File: config.mk
export PLATFORM = sky130hd
export DESIGN_NAME = ram_arbiter
export DESIGN_NICKNAME = d
export VERILOG_FILES = /design/src/rtl/ram_arbiter.sv
export SDC_FILE = /design/constraint.sdc
export NUM_CORES = 1
export LEC_CHECK = 0
export ABC_AREA = 1
export BUFFER_PORTS_ARGS = -buffer_cell sky130_fd_sc_hd__buf_2
export CORE_MARGIN = 3
export CORE_UTILIZATION = 37
export CTS_CLUSTER_SIZE = 10
export DETAILED_ROUTE_END_ITERATION = 6
export PLACE_DENSITY = 0.94
export SYNTH_ARGS = -nofsm -noshare
export SYNTH_HDL_FRONTEND = slang
export SYNTH_SLANG_ARGS = --single-unit
File: constraint.sdc
create_clock -name i_clk -period 4.6 [get_ports i_clk]
set_input_delay 1.38 -clock i_clk [delete_from_list [all_inputs] [get_ports i_clk]]
set_output_delay 1.38 -clock i_clk [all_outputs]
set_load 0.02 [all_outputs]
File: src/rtl/ram_arbiter.sv
//------------------------------------------------------------------------------
// Module : ram_arbiter
// Shares one synchronous RAM port between the CPU and a debug/loader port.
// Revision: 1.0 - initial release
//------------------------------------------------------------------------------
`default_nettype none

module ram_arbiter #(
    parameter int ADDR_W    = 16,
    parameter int DATA_W    = 16,
    parameter int MAX_WAIT  = 4,
    parameter int BURST_MAX = 8
) (
    input  logic              i_clk,
    input  logic              i_nReset,
    input  logic              i_cpuReq,
    input  logic              i_cpuWe,
    input  logic [ADDR_W-1:0] i_cpuAddr,
    input  logic [DATA_W-1:0] i_cpuWData,
    output logic              o_cpuGnt,
    output logic              o_cpuStall,
    output logic [DATA_W-1:0] o_cpuRData,
    output logic              o_cpuValid,
    input  logic              i_dbgReq,
    input  logic              i_dbgWe,
    input  logic              i_dbgLock,
    input  logic [ADDR_W-1:0] i_dbgAddr,
    input  logic [DATA_W-1:0] i_dbgWData,
    output logic              o_dbgGnt,
    output logic [DATA_W-1:0] o_dbgRData,
    output logic              o_dbgValid,
    output logic              o_ramEn,
    output logic              o_ramWe,
    output logic [ADDR_W-1:0] o_ramAddr,
    output logic [DATA_W-1:0] o_ramWData,
    input  logic [DATA_W-1:0] i_ramRData
);

    localparam int WAIT_W  = $clog2(MAX_WAIT + 1);
    localparam int BURST_W = $clog2(BURST_MAX + 1);
    localparam logic [WAIT_W-1:0]  C_WAIT_MAX  = WAIT_W'(MAX_WAIT);
    localparam logic [BURST_W-1:0] C_BURST_MAX = BURST_W'(BURST_MAX);

    typedef enum logic [0:0] {
        S_NORMAL   = 1'b0,
        S_DBG_LOCK = 1'b1
    } state_t;

    state_t               r_state;
    state_t               w_nextState;
    logic [WAIT_W-1:0]    r_waitCnt;
    logic [WAIT_W-1:0]    w_nextWait;
    logic [BURST_W-1:0]   r_burstCnt;
    logic [BURST_W-1:0]   w_nextBurst;
    logic                 r_cpuValid;
    logic                 r_dbgValid;
    logic                 w_cpuGnt;
    logic                 w_dbgGnt;

    always_ff @(posedge i_clk or negedge i_nReset) begin
        if (!i_nReset) begin
            r_state    <= S_NORMAL;
            r_waitCnt  <= '0;
            r_burstCnt <= '0;
            r_cpuValid <= 1'b0;
            r_dbgValid <= 1'b0;
        end else begin
            r_state    <= w_nextState;
            r_waitCnt  <= w_nextWait;
            r_burstCnt <= w_nextBurst;
            r_cpuValid <= w_cpuGnt & ~i_cpuWe;
            r_dbgValid <= w_dbgGnt & ~i_dbgWe;
        end
    end

    always_comb begin
        w_cpuGnt    = 1'b0;
        w_dbgGnt    = 1'b0;
        w_nextState = r_state;
        w_nextWait  = r_waitCnt;
        w_nextBurst = r_burstCnt;
        case (r_state)
            S_NORMAL: begin
                if (i_dbgReq && (!i_cpuReq || (r_waitCnt == C_WAIT_MAX))) begin
                    w_dbgGnt   = 1'b1;
                    w_nextWait = '0;
                    if (i_dbgLock) begin
                        w_nextState = S_DBG_LOCK;
                        w_nextBurst = BURST_W'(1);
                    end
                end else begin
                    w_cpuGnt = i_cpuReq;
                    if (!i_dbgReq) begin
                        w_nextWait = '0;
                    end else if (r_waitCnt != C_WAIT_MAX) begin
                        w_nextWait = r_waitCnt + WAIT_W'(1);
                    end
                end
            end
            S_DBG_LOCK: begin
                if (!(i_dbgReq && i_dbgLock)) begin
                    // Release costs one idle turnaround cycle.
                    w_nextState = S_NORMAL;
                    w_nextBurst = '0;
                    w_nextWait  = '0;
                end else if ((r_burstCnt == C_BURST_MAX) && i_cpuReq) begin
                    // Forced CPU slot; dbg is first in line afterwards.
                    w_cpuGnt    = 1'b1;
                    w_nextState = S_NORMAL;
                    w_nextBurst = '0;
                    w_nextWait  = C_WAIT_MAX;
                end else begin
                    w_dbgGnt = 1'b1;
                    if (r_burstCnt != C_BURST_MAX) begin
                        w_nextBurst = r_burstCnt + BURST_W'(1);
                    end
                end
            end
            default: begin
                w_nextState = S_NORMAL;
            end
        endcase
    end

    assign o_cpuGnt   = w_cpuGnt;
    assign o_dbgGnt   = w_dbgGnt;
    assign o_cpuStall = i_cpuReq & ~w_cpuGnt;
    assign o_cpuValid = r_cpuValid;
    assign o_dbgValid = r_dbgValid;
    assign o_cpuRData = i_ramRData;
    assign o_dbgRData = i_ramRData;

    assign o_ramEn    = w_cpuGnt | w_dbgGnt;
    assign o_ramWe    = w_cpuGnt ? i_cpuWe    : (w_dbgGnt ? i_dbgWe    : 1'b0);
    assign o_ramAddr  = w_cpuGnt ? i_cpuAddr  : (w_dbgGnt ? i_dbgAddr  : '0);
    assign o_ramWData = w_cpuGnt ? i_cpuWData : (w_dbgGnt ? i_dbgWData : '0);

endmodule

`default_nettype wire

## Word level (Yosys, flattened, before mapping)

Cells that the tools add are included.

| storage, ports and cells | value |
|---|---|
| register bits | 10 |
| input port bits | 87 |
| output and inout port bits | 71 |
| logic and storage cells | 60 |

| cells by class | value |
|---|---|
| add/subtract/negate cells | 2 |
| eq/ne operators | 9 |
| multiplexer cells | 29 |
| bitwise logic cells | 8 |
| reductions and logical operators | 7 |

Operator list:

| cell | number |
|---|---|
| two-way mux 16 bit | 4 |
| two-way mux 4 bit | 5 |
| two-way mux 3 bit | 5 |
| two-way mux 1 bit | 10 |
| inequality test 4 bit, second input constant | 2 |
| one-hot mux 4 bit (2 select lines) | 1 |
| one-hot mux 1 bit (2 select lines) | 3 |
| one-hot mux 3 bit (2 select lines) | 1 |
| adder 4 x 1 -> 4 bit, second input constant | 1 |
| equality test 4 bit, second input constant | 1 |
| inequality test 2 bit, second input constant | 2 |
| inequality test 4 x 2 -> 1 bit, second input constant | 1 |
| NOT 1 bit | 4 |
| adder 3 x 1 -> 3 bit, second input constant | 1 |
| AND 1 bit | 3 |
| equality test 3 bit, second input constant | 1 |
| logical AND 1 bit | 3 |
| inequality test 3 x 2 -> 1 bit, second input constant | 1 |
| inequality test 3 bit, second input constant | 1 |
| AND reduction 3 bit | 1 |
| AND reduction 2 bit | 1 |
| zero test 1 bit | 1 |
| logical OR 1 bit | 1 |
| bitwise OR 1 bit | 1 |

## Depth between registers and ports, before layout

Gate-level depths: netlist of the first run.

| depth | value |
|---|---|
| depth in word-level cells | 7 |
| mapped depth | 10 |
| mapped depth without buffers | 10 |

## Least setup slack after synthesis of the first run

No wires, ideal clock.

| timing path | value |
|---|---|
| path kind | input to output |
| start point | in i_cpuReq |
| end point | out o_cpuStall |
| data arrival time | 2321 ps |
| path slack | 899 ps |
| stages on the path | 7 |
| path through | buf_2 > nand2_1 > nand2_1 > nand2_1 > nand2_4 > buf_4 > nor2_1 |

| between the ends | value |
|---|---|
| word-level cells in the longest chain between the ends | 7 |
| elaborated cells on any way between the ends | 10 |
| classes of those cells | mux (4); bitwise (2); reduce/logical (4) |

Ends and longest elaborated chain:

| item | line | source |
|---|---|---|
| start, declared | 16 | `input logic i_cpuReq,` |
| zero test 1 bit | 84 | `if (i_dbgReq && (!i_cpuReq \|\| (r_waitCnt == C_WAIT_MAX))) begin` |
| logical OR 1 bit | 84 |  |
| logical AND 1 bit | 84 |  |
| two-way mux 1 bit | 84 |  |
| one-hot mux 1 bit (2 select lines) | 82 | `case (r_state)` |
| NOT 1 bit | 127 | `assign o_cpuStall = i_cpuReq & ~w_cpuGnt;` |
| AND 1 bit (*) | 127 |  |
| end, declared | 21 | `output logic o_cpuStall,` |

Mark *: on every way between the ends. The rest lies on a longest branch, timed or not.

## Final worst setup path of the first run

| timing path | value |
|---|---|
| start point | in i_cpuReq |
| end point | out o_ramWData[12] |

| between the ends | value |
|---|---|
| word-level cells in the longest chain between the ends | 7 |
| elaborated cells on any way between the ends | 14 |
| classes of those cells | mux (10); reduce/logical (4) |

Ends and longest elaborated chain:

| item | line | source |
|---|---|---|
| zero test 1 bit | 84 |  |
| logical OR 1 bit | 84 |  |
| logical AND 1 bit | 84 |  |
| two-way mux 1 bit | 84 |  |
| one-hot mux 1 bit (2 select lines) | 82 |  |
| two-way mux 16 bit | 136 | `assign o_ramWData = w_cpuGnt ? i_cpuWData : (w_dbgGnt ? i_dbgWData : '0);` |
| two-way mux 16 bit (*) | 136 |  |
| end, declared | 35 | `output logic [DATA_W-1:0] o_ramWData,` |

Marks and branches as above.

==> results of run 1 <==
power by group through the flow:
stage          Combinational (mW)  Clock, mW  Sequential, mW
2_1_floorplan               0.151          0          0.0997
3_3_place_gp                0.178          0          0.0991
3_5_place_dp                0.180          0          0.0994
4_1_cts                     0.181     0.0908          0.0985
5_1_grt                     0.198     0.0972          0.0992
6_report                    0.179     0.0897          0.0987
tightest hold or removal path: stages (launching register included):
cell and delay, ps:
dfrtp_1 410, nand2_1 70, nand2_1 60
worst max-delay path by stage:
stage | start | endpoint | depth (start not counted)
6_report | i_cpuReq | o_ramWData[12] | 7
3_5_place_dp | i_cpuReq | o_ramAddr[6] | 7
4_1_cts | i_cpuReq | o_ramAddr[6] | 7
2_1_floorplan | i_cpuReq | o_cpuStall | 7
5_1_grt | i_cpuReq | o_ramWData[12] | 7
3_3_place_gp | i_cpuReq | o_ramWData[3] | 7
metal layers:
layer / vias up / global-route usage [%] / routed length [um]
met1: 681 / 21.8 / 1700
li1: 827 / - / -
met2: 85 / 33.0 / 2140
met5: - / 0 / 0
met4: 0 / 5.82 / 48
met3: 7 / 4.22 / 385
Yosys cell counts:
master	count	area share (%)
inv_1	17	4.6
o21ai_4	1	1.2
dfrtp_1	10	18
nand3_1	37	13
nor2_1	7	1.9
ha_1	4	3.6
nand4_1	3	1.4
buf_4	35	19
buf_2	4	1.5
nor2_8	1	1.5
nand2_4	2	1.6
inv_2	1	0.27
buf_6	3	2.5
o21ai_0	5	1.8
nand2_1	100	27
through the flow:
stage          cell area (um2)  worst slack (ps)  total power, mW  hold slack, ps
5_1_grt                   1710               296            0.395             612
2_1_floorplan             1370               899            0.251             512
3_5_place_dp              1670               468            0.279             555
4_1_cts                   1710               462            0.370             577
6_report                  1710               492            0.367             573
3_3_place_gp              1670               531            0.277             543
state kept, by name (all words and copies together) (netlist names):
signal,cells
r_waitCnt,3
o_dbgValid,1
r_burstCnt,4
o_cpuValid,1
r_state,1
logic make-up (layout without fill, tap and decap cells):
kind of cell,after synthesis,after routing,synth area share (%)
compound gates,6,6,3.01
fa+ha+maj,4,4,3.64
buf+inv,60,131,28.0
flops,10,10,18.2
simple gates,150,150,47.2
layout make-up:
cell class,count,share of cell area (%)
Inverter,18,3.95
Clock buffer,3,2.42
Timing Repair Buffer,110,32.4
Tap cell,46,3.37
Multi-Input combinational cell,160,43.3
Sequential cell,10,14.6
==> impl_results.md, run 1 <==
- Most used cell along the critical path: nand2_1
- Cell Chain, Critical Path: buf_2 -> nand2_1 -> nand2_1 -> o21ai_4 -> nand2_1 -> nand2_1 -> buf_2
- End point of the most critical hold path: r_burstCnt[3]
- CTS H-Tree Depth: 1
- Number of DRC violations after detailed-routing iteration 0: 179
- Highest net fanout along the worst path: 35
- Share of power burned in registers: 26.9%
- Psw: 0.152 mW
- Port bufs: 109
- Endpoints failing hold: 0
- Register-to-register setup slack: 2760 ps
- Total iterations of the first detailed-routing run: 4
- Number of hold buffers added after CTS: 0
- Via count of the first global-routing pass: 1465
- Logic gate share of total power: 48.7%
- FF-to-FF Start: r_waitCnt[0]
- Cells after Synth: 230
- Internal: 0.215 mW
- Number of setup violations in the final report: 0
- Die Span X: 66.9 um
- Total Wirelength: 4280 um
- Footprint of the multi-input gates: 739 um2
- Clk Latency, worst-skew pair: 240 ps
- Setup clock skew after layout: 3.89 ps
- Achievable clock frequency: 243 MHz
- I/O Pins: 158
- Power density over cell area: 215 nW/um2
- Register bit total from synthesis: 10
- Cell depth of the worst min-delay path: 2
- HPWL after detailed placement: 3410 um
- Post-synth design cell area: 1370 um2
- Final worst path period need: 4110 ps
- Area overhead of the layout relative to synthesis: 24.4%
- Static leakage: 1.14 nW
- Global-route wire length before repair: 6500 um
- Largest voltage drop on the vdd net: 0.0839 mV
- End of the worst register-to-register path: o_dbgValid
- Post-synthesis sequential area ratio: 18.2%
- Post-Layout Cell Count: 347
- Longest Clk Path Bufs: 2
- Crit path launch type: primary input
- Cells resized by post-CTS repair: 0
- Switching fraction of total power: 41.4%
- Largest net degree at the start of global routing: 37
- Number of remaining DRC errors: 0
- Average wire per standard cell: 12.3 um
- Max-cap violation count: 0
- Sequential cell area: 250 um2
- Depth of the worst register-to-register path: 8
- Kind of path behind the tightest hold check: flip-flop to flip-flop
- Status: completed
- Capturing element type of the critical path: primary output
- Number of buffer and inverter stages on the critical path: 2
- Initial antenna violation count: 0
- Pins over their slew limit: 0
- Initial Util: 39.9%
- Slowest stage cell, crit path: o21ai_4
- Antenna Violating Nets Remaining: 0
- Stage delay of the slowest cell on the critical path: 640 ps
- Transition time of the tightest slew-check pin: 804 ps
- Number of distinct library cells after synthesis: 15
- Post-CTS Repair Setup Buffers: 0
- Clock slew at reported path FFs: 50 ps
- Mapped Nets: 321
- Clk sinks: 10
- Overall track demand over capacity in global routing: 18.6%
- Net total in the final layout: 394
- Vias after detailed routing: 1600
- Final Wtd Congestion: 0.786
- Highest-count cells in the layout ignoring fill and taps: buf_2, nand2_1, nand3_1
- Fraction of the core area covered by cells at the end of the flow: 49.7%
- Critical path type: primary input to primary output
- Part of the cycle the worst path needs: 89.3%
- Root buffer selected by CTS: clkbuf_8
- Ant diodes: 0
- Core Footprint: 3440 um2
- Worst Min Path Start: r_burstCnt[3]
- CTS tree: done
- CP Data Required Time: 3220 ps
- Total die area: 4480 um2
- Share of layout cells above drive strength 1: 39.2%
- Warnings from Yosys: 0
- FILL cells: 377
- Routed via count divided by cell count: 4.61
- Critical Path AT: 2730 ps
- Leading cell type in the layout, fill and taps excluded: buf_2
- Number of buffers created by CTS: 3
- Height of the die: 66.9 um
- Avg Inst Size Synth: 5.97 um2
- RSZ-0062 raised after global routing: no
- FP Rows: 21
- Placed Cells incl. Taps: 344
- Family with the most delay on the worst path: compound AO/OA/AOI/OAI gates
- Aggregate negative setup slack: 0 ps
- Part of the power in the clock network: 24.4%
- Total gr overflow: 0
- Slew headroom: 46.2%
No activity file was read; power rests on OpenSTA's default activity.
==> run 2: changes to the inputs <==
Settings changed: PLACE_DENSITY 0.94 to 0.95.
==> impl_results.md, run 2 (synthesized netlist as in run 1, its figures left out) <==
- FP Rows: 21 (unchanged)
- Via count of the first global-routing pass: 1490 (was 1465)
- Ant diodes: 0 (unchanged)
- Sequential cell area: 250 um2 (unchanged)
- Share of layout cells above drive strength 1: 39.2% (unchanged)
- Net total in the final layout: 394 (unchanged)
- Antenna Violating Nets Remaining: 0 (unchanged)
- HPWL after detailed placement: 3550 um (was 3410 um)
- Number of buffers created by CTS: 3 (unchanged)
- Number of DRC violations after detailed-routing iteration 0: 122 (was 179)
- Core Footprint: 3440 um2 (unchanged)
- Root buffer selected by CTS: clkbuf_8 (unchanged)
- Number of hold buffers added after CTS: 0 (unchanged)
- Cells resized by post-CTS repair: 0 (unchanged)
- Port bufs: 109 (unchanged)
- Initial antenna violation count: 0 (unchanged)
- Overall track demand over capacity in global routing: 18.7% (was 18.6%)
- FILL cells: 368 (was 377)
- Status: completed (unchanged)
- Cell Chain, Critical Path: buf_2 -> nand2_1 -> nand2_1 -> o21ai_4 -> nand2_1 -> nand2_1 -> buf_2 (unchanged)
- Power density over cell area: 215 nW/um2 (about the same)
- Highest-count cells in the layout ignoring fill and taps: buf_2, nand2_1, nand3_1 (unchanged)
- Static leakage: 1.14 nW (unchanged)
- Total iterations of the first detailed-routing run: 4 (unchanged)
- Most used cell along the critical path: nand2_1 (unchanged)
- CTS tree: done (unchanged)
- Vias after detailed routing: 1649 (was 1600)
- Total gr overflow: 0 (unchanged)
- Height of the die: 66.9 um (unchanged)
- Final Wtd Congestion: 0.781 (was 0.786)
- Total Wirelength: 4350 um (was 4280 um)
- Kind of path behind the tightest hold check: flip-flop to flip-flop (unchanged)
- Post-CTS Repair Setup Buffers: 0 (unchanged)
- Top flop regs: r_burstCnt x4, r_waitCnt x3 (unchanged)
- Largest reg by FF count: r_burstCnt (unchanged)
- Max-cap violation count: 0 (unchanged)
- Total die area: 4480 um2 (unchanged)
- Pins over their slew limit: 0 (unchanged)
- Achievable clock frequency: 233 MHz (was 243 MHz)
- Slew headroom: 44.0% (was 46.2%)
- CP Data Required Time: 3220 ps (about the same)
- Post-Layout Cell Count: 347 (unchanged)
- Area overhead of the layout relative to synthesis: 24.4% (unchanged)
- Highest net fanout along the worst path: 35 (unchanged)
- Setup slack of the critical path after layout: 303 ps (was 492 ps)
- Longest Clk Path Bufs: 2 (unchanged)
- Footprint of the multi-input gates: 739 um2 (unchanged)
- Placed Cells incl. Taps: 344 (unchanged)
- Critical path type: primary input to primary output (unchanged)
- Routed via count divided by cell count: 4.75 (was 4.61)
- Fraction of the core area covered by cells at the end of the flow: 49.7% (unchanged)
- Part of the cycle the worst path needs: 93.4% (was 89.3%)
- Clk sinks: 10 (unchanged)
- CTS H-Tree Depth: 1 (unchanged)
- Initial Util: 39.9% (unchanged)
- Largest voltage drop on the vdd net: 0.0833 mV (was 0.0839 mV)
- Number of flip-flops under the largest register name: 4 (unchanged)
- Stage delay of the slowest cell on the critical path: 670 ps (was 640 ps)
- Largest net degree at the start of global routing: 36 (was 37)
- Transition time of the tightest slew-check pin: 837 ps (was 804 ps)
- Critical Path AT: 2920 ps (was 2730 ps)
- Final worst path period need: 4300 ps (was 4110 ps)
- Crit path launch type: primary input (unchanged)
- Slowest stage cell, crit path: o21ai_4 (unchanged)
- Aggregate negative setup slack: 0 ps (unchanged)
- Average wire per standard cell: 12.5 um (was 12.3 um)
- Clock slew at reported path FFs: 50 ps (about the same)
- Leading cell type in the layout, fill and taps excluded: buf_2 (unchanged)
- Family with the most delay on the worst path: compound AO/OA/AOI/OAI gates (unchanged)
- Die Span X: 66.9 um (unchanged)
- Number of buffer and inverter stages on the critical path: 2 (unchanged)
- RSZ-0062 raised after global routing: no (unchanged)
- Setup clock skew after layout: 3.81 ps (was 3.89 ps)
- I/O Pins: 158 (unchanged)
- Number of remaining DRC errors: 0 (unchanged)
- Clk Latency, worst-skew pair: 240 ps (about the same)
- Number of setup violations in the final report: 0 (unchanged)
- Endpoints failing hold: 0 (unchanged)
- Dpl ws: 282 ps (was 468 ps)
- Global-route wire length before repair: 6470 um (was 6500 um)
- Capturing element type of the critical path: primary output (unchanged)
[run 2: metal layers]
metal	vias to the layer above	wire [um]	share of wire, %	global-route usage (%)
li1	825	-	-	-
met1	721	1610	37	20.8
met2	92	2190	50	33.0
met3	11	433	10	4.55
met4	0	124	2.9	8.86
met5	-	0	0	0
[run 2: path summary, 6_finish.rpt]
check | start | to | slack (ps) | cells past startpoint
max in group asynchronous | i_nReset | r_waitCnt[2] | 3410 | 1
min | r_burstCnt[0] | r_burstCnt[0] | 570 | 2
max | i_cpuReq | o_ramWData[8] | 300 | 7
min in group asynchronous | i_nReset | r_burstCnt[3] | 990 | 1
min reg2reg | r_burstCnt[0] | r_burstCnt[0] | 570 | 2
max reg2reg | r_waitCnt[0] | o_dbgValid | 2690 | 8
[run 2: through the flow]
stage	area (um2)	hold WS (ps)	power (mW)
2_1_floorplan	1370	512	0.251
3_3_place_gp	1670	544	0.277
3_5_place_dp	1670	554	0.279
4_1_cts	1710	568	0.371
5_1_grt	1710	604	0.393
6_report	1710	571	0.368
[run 2: cell type report]
| type | count | area share (%) |
|---|---|---|
| multi-input cells | 160 | 43.3 |
| well taps | 46 | 3.37 |
| flip-flops and latches | 10 | 14.6 |
| repair buffers | 110 | 32.4 |
| clock buffers | 3 | 2.42 |
| inverters | 18 | 3.95 |
[run 2: report_power, final]
| part | leakage (nW) | internal [mW] | switching (mW) | total (mW) |
|---|---|---|---|---|
| registers | 0.134 | 0.0932 | 0.00500 | 0.0982 |
| clock network | 0.0216 | 0.0573 | 0.0340 | 0.0912 |
| logic | 0.985 | 0.0646 | 0.114 | 0.179 |
[run 2: tightest hold or removal path, stage by stage, from the launching register on]
cell     delay, ps
dfrtp_1        410
nand2_1         70
nand2_1         60
==> run 3: changes to the inputs <==
Settings changed: HOLD_SLACK_MARGIN set to 0.02, PLACE_DENSITY 0.95 to 0.92, SLEW_MARGIN set to 20.
==> impl_results.md, run 3 (synthesized netlist as in run 1, its figures left out) <==
- Root buffer selected by CTS: clkbuf_8 (unchanged)
- Number of flip-flops under the largest register name: 4 (unchanged)
- Number of hold buffers added after CTS: 0 (unchanged)
- FILL cells: 356 (was 368)
- CTS tree: done (unchanged)
- Worst hold margin: 575 ps (was 571 ps)
- Kind of path behind the tightest hold check: flip-flop to flip-flop (unchanged)
- Post-Layout Cell Count: 348 (was 347)
- Longest Clk Path Bufs: 2 (unchanged)
- Number of remaining DRC errors: 0 (unchanged)
- Critical Path AT: 2880 ps (was 2920 ps)
- Worst Min Path Start: r_burstCnt[1] (was r_burstCnt[0])
- Via count of the first global-routing pass: 1451 (was 1490)
- Clk sinks: 10 (unchanged)
- Part of the cycle the worst path needs: 92.5% (was 93.4%)
- Number of buffers created by CTS: 3 (unchanged)
- Net total in the final layout: 394 (unchanged)
- Status: completed (unchanged)
- Largest voltage drop on the vdd net: 0.0917 mV (was 0.0833 mV)
- Endpoints failing hold: 0 (unchanged)
- Ant diodes: 0 (unchanged)
- Critical path type: primary input to primary output (unchanged)
- Sequential cell area: 250 um2 (unchanged)
- Initial antenna violation count: 0 (unchanged)
- Share of layout cells above drive strength 1: 39.4% (was 39.2%)
- Total iterations of the first detailed-routing run: 4 (unchanged)
- Leading cell type in the layout, fill and taps excluded: buf_2 (unchanged)
- Final worst path period need: 4260 ps (was 4300 ps)
- Aggregate negative setup slack: 0 ps (unchanged)
- Total gr overflow: 0 (unchanged)
- Cell depth of the worst min-delay path: 2 (unchanged)
- Total die area: 4480 um2 (unchanged)
- Depth of the worst register-to-register path: 8 (unchanged)
- Total Wirelength: 4120 um (was 4350 um)
- End point of the most critical hold path: r_burstCnt[1] (was r_burstCnt[0])
- Register-to-register setup slack: 2770 ps (was 2690 ps)
- Antenna Violating Nets Remaining: 0 (unchanged)
- Vias after detailed routing: 1604 (was 1649)
- Pins over their slew limit: 0 (unchanged)
- CTS H-Tree Depth: 1 (unchanged)
- RSZ-0062 raised after global routing: no (unchanged)
- Global-route wire length before repair: 6270 um (was 6470 um)
- Core Footprint: 3440 um2 (unchanged)
- Average wire per standard cell: 11.8 um (was 12.5 um)
- FF-to-FF Start: r_waitCnt[0] (unchanged)
- Post-CTS Repair Setup Buffers: 0 (unchanged)
- I/O Pins: 158 (unchanged)
- FP Rows: 21 (unchanged)
- Achievable clock frequency: 235 MHz (was 233 MHz)
- Max-cap violation count: 0 (unchanged)
- Area overhead of the layout relative to synthesis: 25.4% (was 24.4%)
- Cells resized by post-CTS repair: 0 (unchanged)
- Routed via count divided by cell count: 4.61 (was 4.75)
- Highest-count cells in the layout ignoring fill and taps: buf_2, nand2_1, nand3_1 (unchanged)
- Clock slew at reported path FFs: 50 ps (about the same)
- CP Data Required Time: 3220 ps (about the same)
- Number of DRC violations after detailed-routing iteration 0: 144 (was 122)
- Highest net fanout along the worst path: 35 (unchanged)
- Overall power of the completed layout: 0.389 mW (was 0.368 mW)
- HPWL after detailed placement: 3360 um (was 3550 um)
- Die Span X: 66.9 um (unchanged)
- Largest net degree at the start of global routing: 36 (unchanged)
- End of the worst register-to-register path: o_dbgValid (unchanged)
- Initial Util: 39.9% (unchanged)
- Port bufs: 109 (unchanged)
- Crit path launch type: primary input (unchanged)
- Static leakage: 1.15 nW (was 1.14 nW)
- Transition time of the tightest slew-check pin: 789 ps (was 837 ps)
- Height of the die: 66.9 um (unchanged)
- Setup clock skew after layout: 1.05 ps (was 3.81 ps)
- Overall track demand over capacity in global routing: 18.1% (was 18.7%)
- Placed Cells incl. Taps: 344 (unchanged)
- Final Wtd Congestion: 0.838 (was 0.781)
- Footprint of the multi-input gates: 739 um2 (unchanged)
- Capturing element type of the critical path: primary output (unchanged)
- Slew headroom: 47.2% (was 44.0%)
- Largest reg by FF count: r_burstCnt (unchanged)
- Clk Latency, worst-skew pair: 240 ps (about the same)
- Top flop regs: r_burstCnt x4, r_waitCnt x3 (unchanged)
- Number of setup violations in the final report: 0 (unchanged)
- Power density over cell area: 226 nW/um2 (was 215 nW/um2)
==> run 3: routing by layer <==
metal | routed length (um) | GRT usage, %
met4 | 74 | 10.1
met5 | 0 | 0
met1 | 1570 | 21.2
met3 | 389 | 3.04
met2 | 2090 | 30.8
==> run 3: how the worst max path moves through the flow <==
stage	from	endpoint	slack [ps]
2_1_floorplan	i_cpuReq	o_cpuStall	900
3_3_place_gp	i_cpuReq	o_ramWData[9]	390
3_5_place_dp	i_cpuReq	o_ramWData[12]	330
4_1_cts	i_cpuReq	o_ramWData[12]	330
5_1_grt	i_cpuReq	o_ramWData[0]	100
6_report	i_cpuReq	o_ramWData[12]	340
==> run 3: area by class of cell <==
cell class / count / share of cell area, %
multi-input combinational: 160 / 42.9
inverter: 18 / 3.92
tap: 46 / 3.34
sequential: 10 / 14.5
timing repair buffer: 110 / 32.1
clock buffer: 4 / 3.20
==> run 3: worst max-delay path, stage by stage <==
cell	delay [ps]
buf_2	200
nand2_1	130
nand2_1	110
o21ai_4	630
nand2_1	100
nand2_1	130
buf_2	170
==> run 3: power breakdown <==
part | leakage (nW) | total (mW) | internal (mW) | switching (mW)
Clock | 0.0288 | 0.112 | 0.0754 | 0.0366
Sequential | 0.134 | 0.0983 | 0.0931 | 0.00517
Combinational | 0.985 | 0.178 | 0.0647 | 0.114
Total | 1.15 | 0.389 | 0.233 | 0.155
==> run 3: per-stage QoR <==
step                      area (um2)  util (%)  setup WS (ps)
after floorplan                 1370         -            899
after global placement          1670      48.5            389
after detailed placement        1670      48.5            328
after CTS                       1720      50.1            328
after global routing            1720      50.1            101
final                           1720      50.1            343
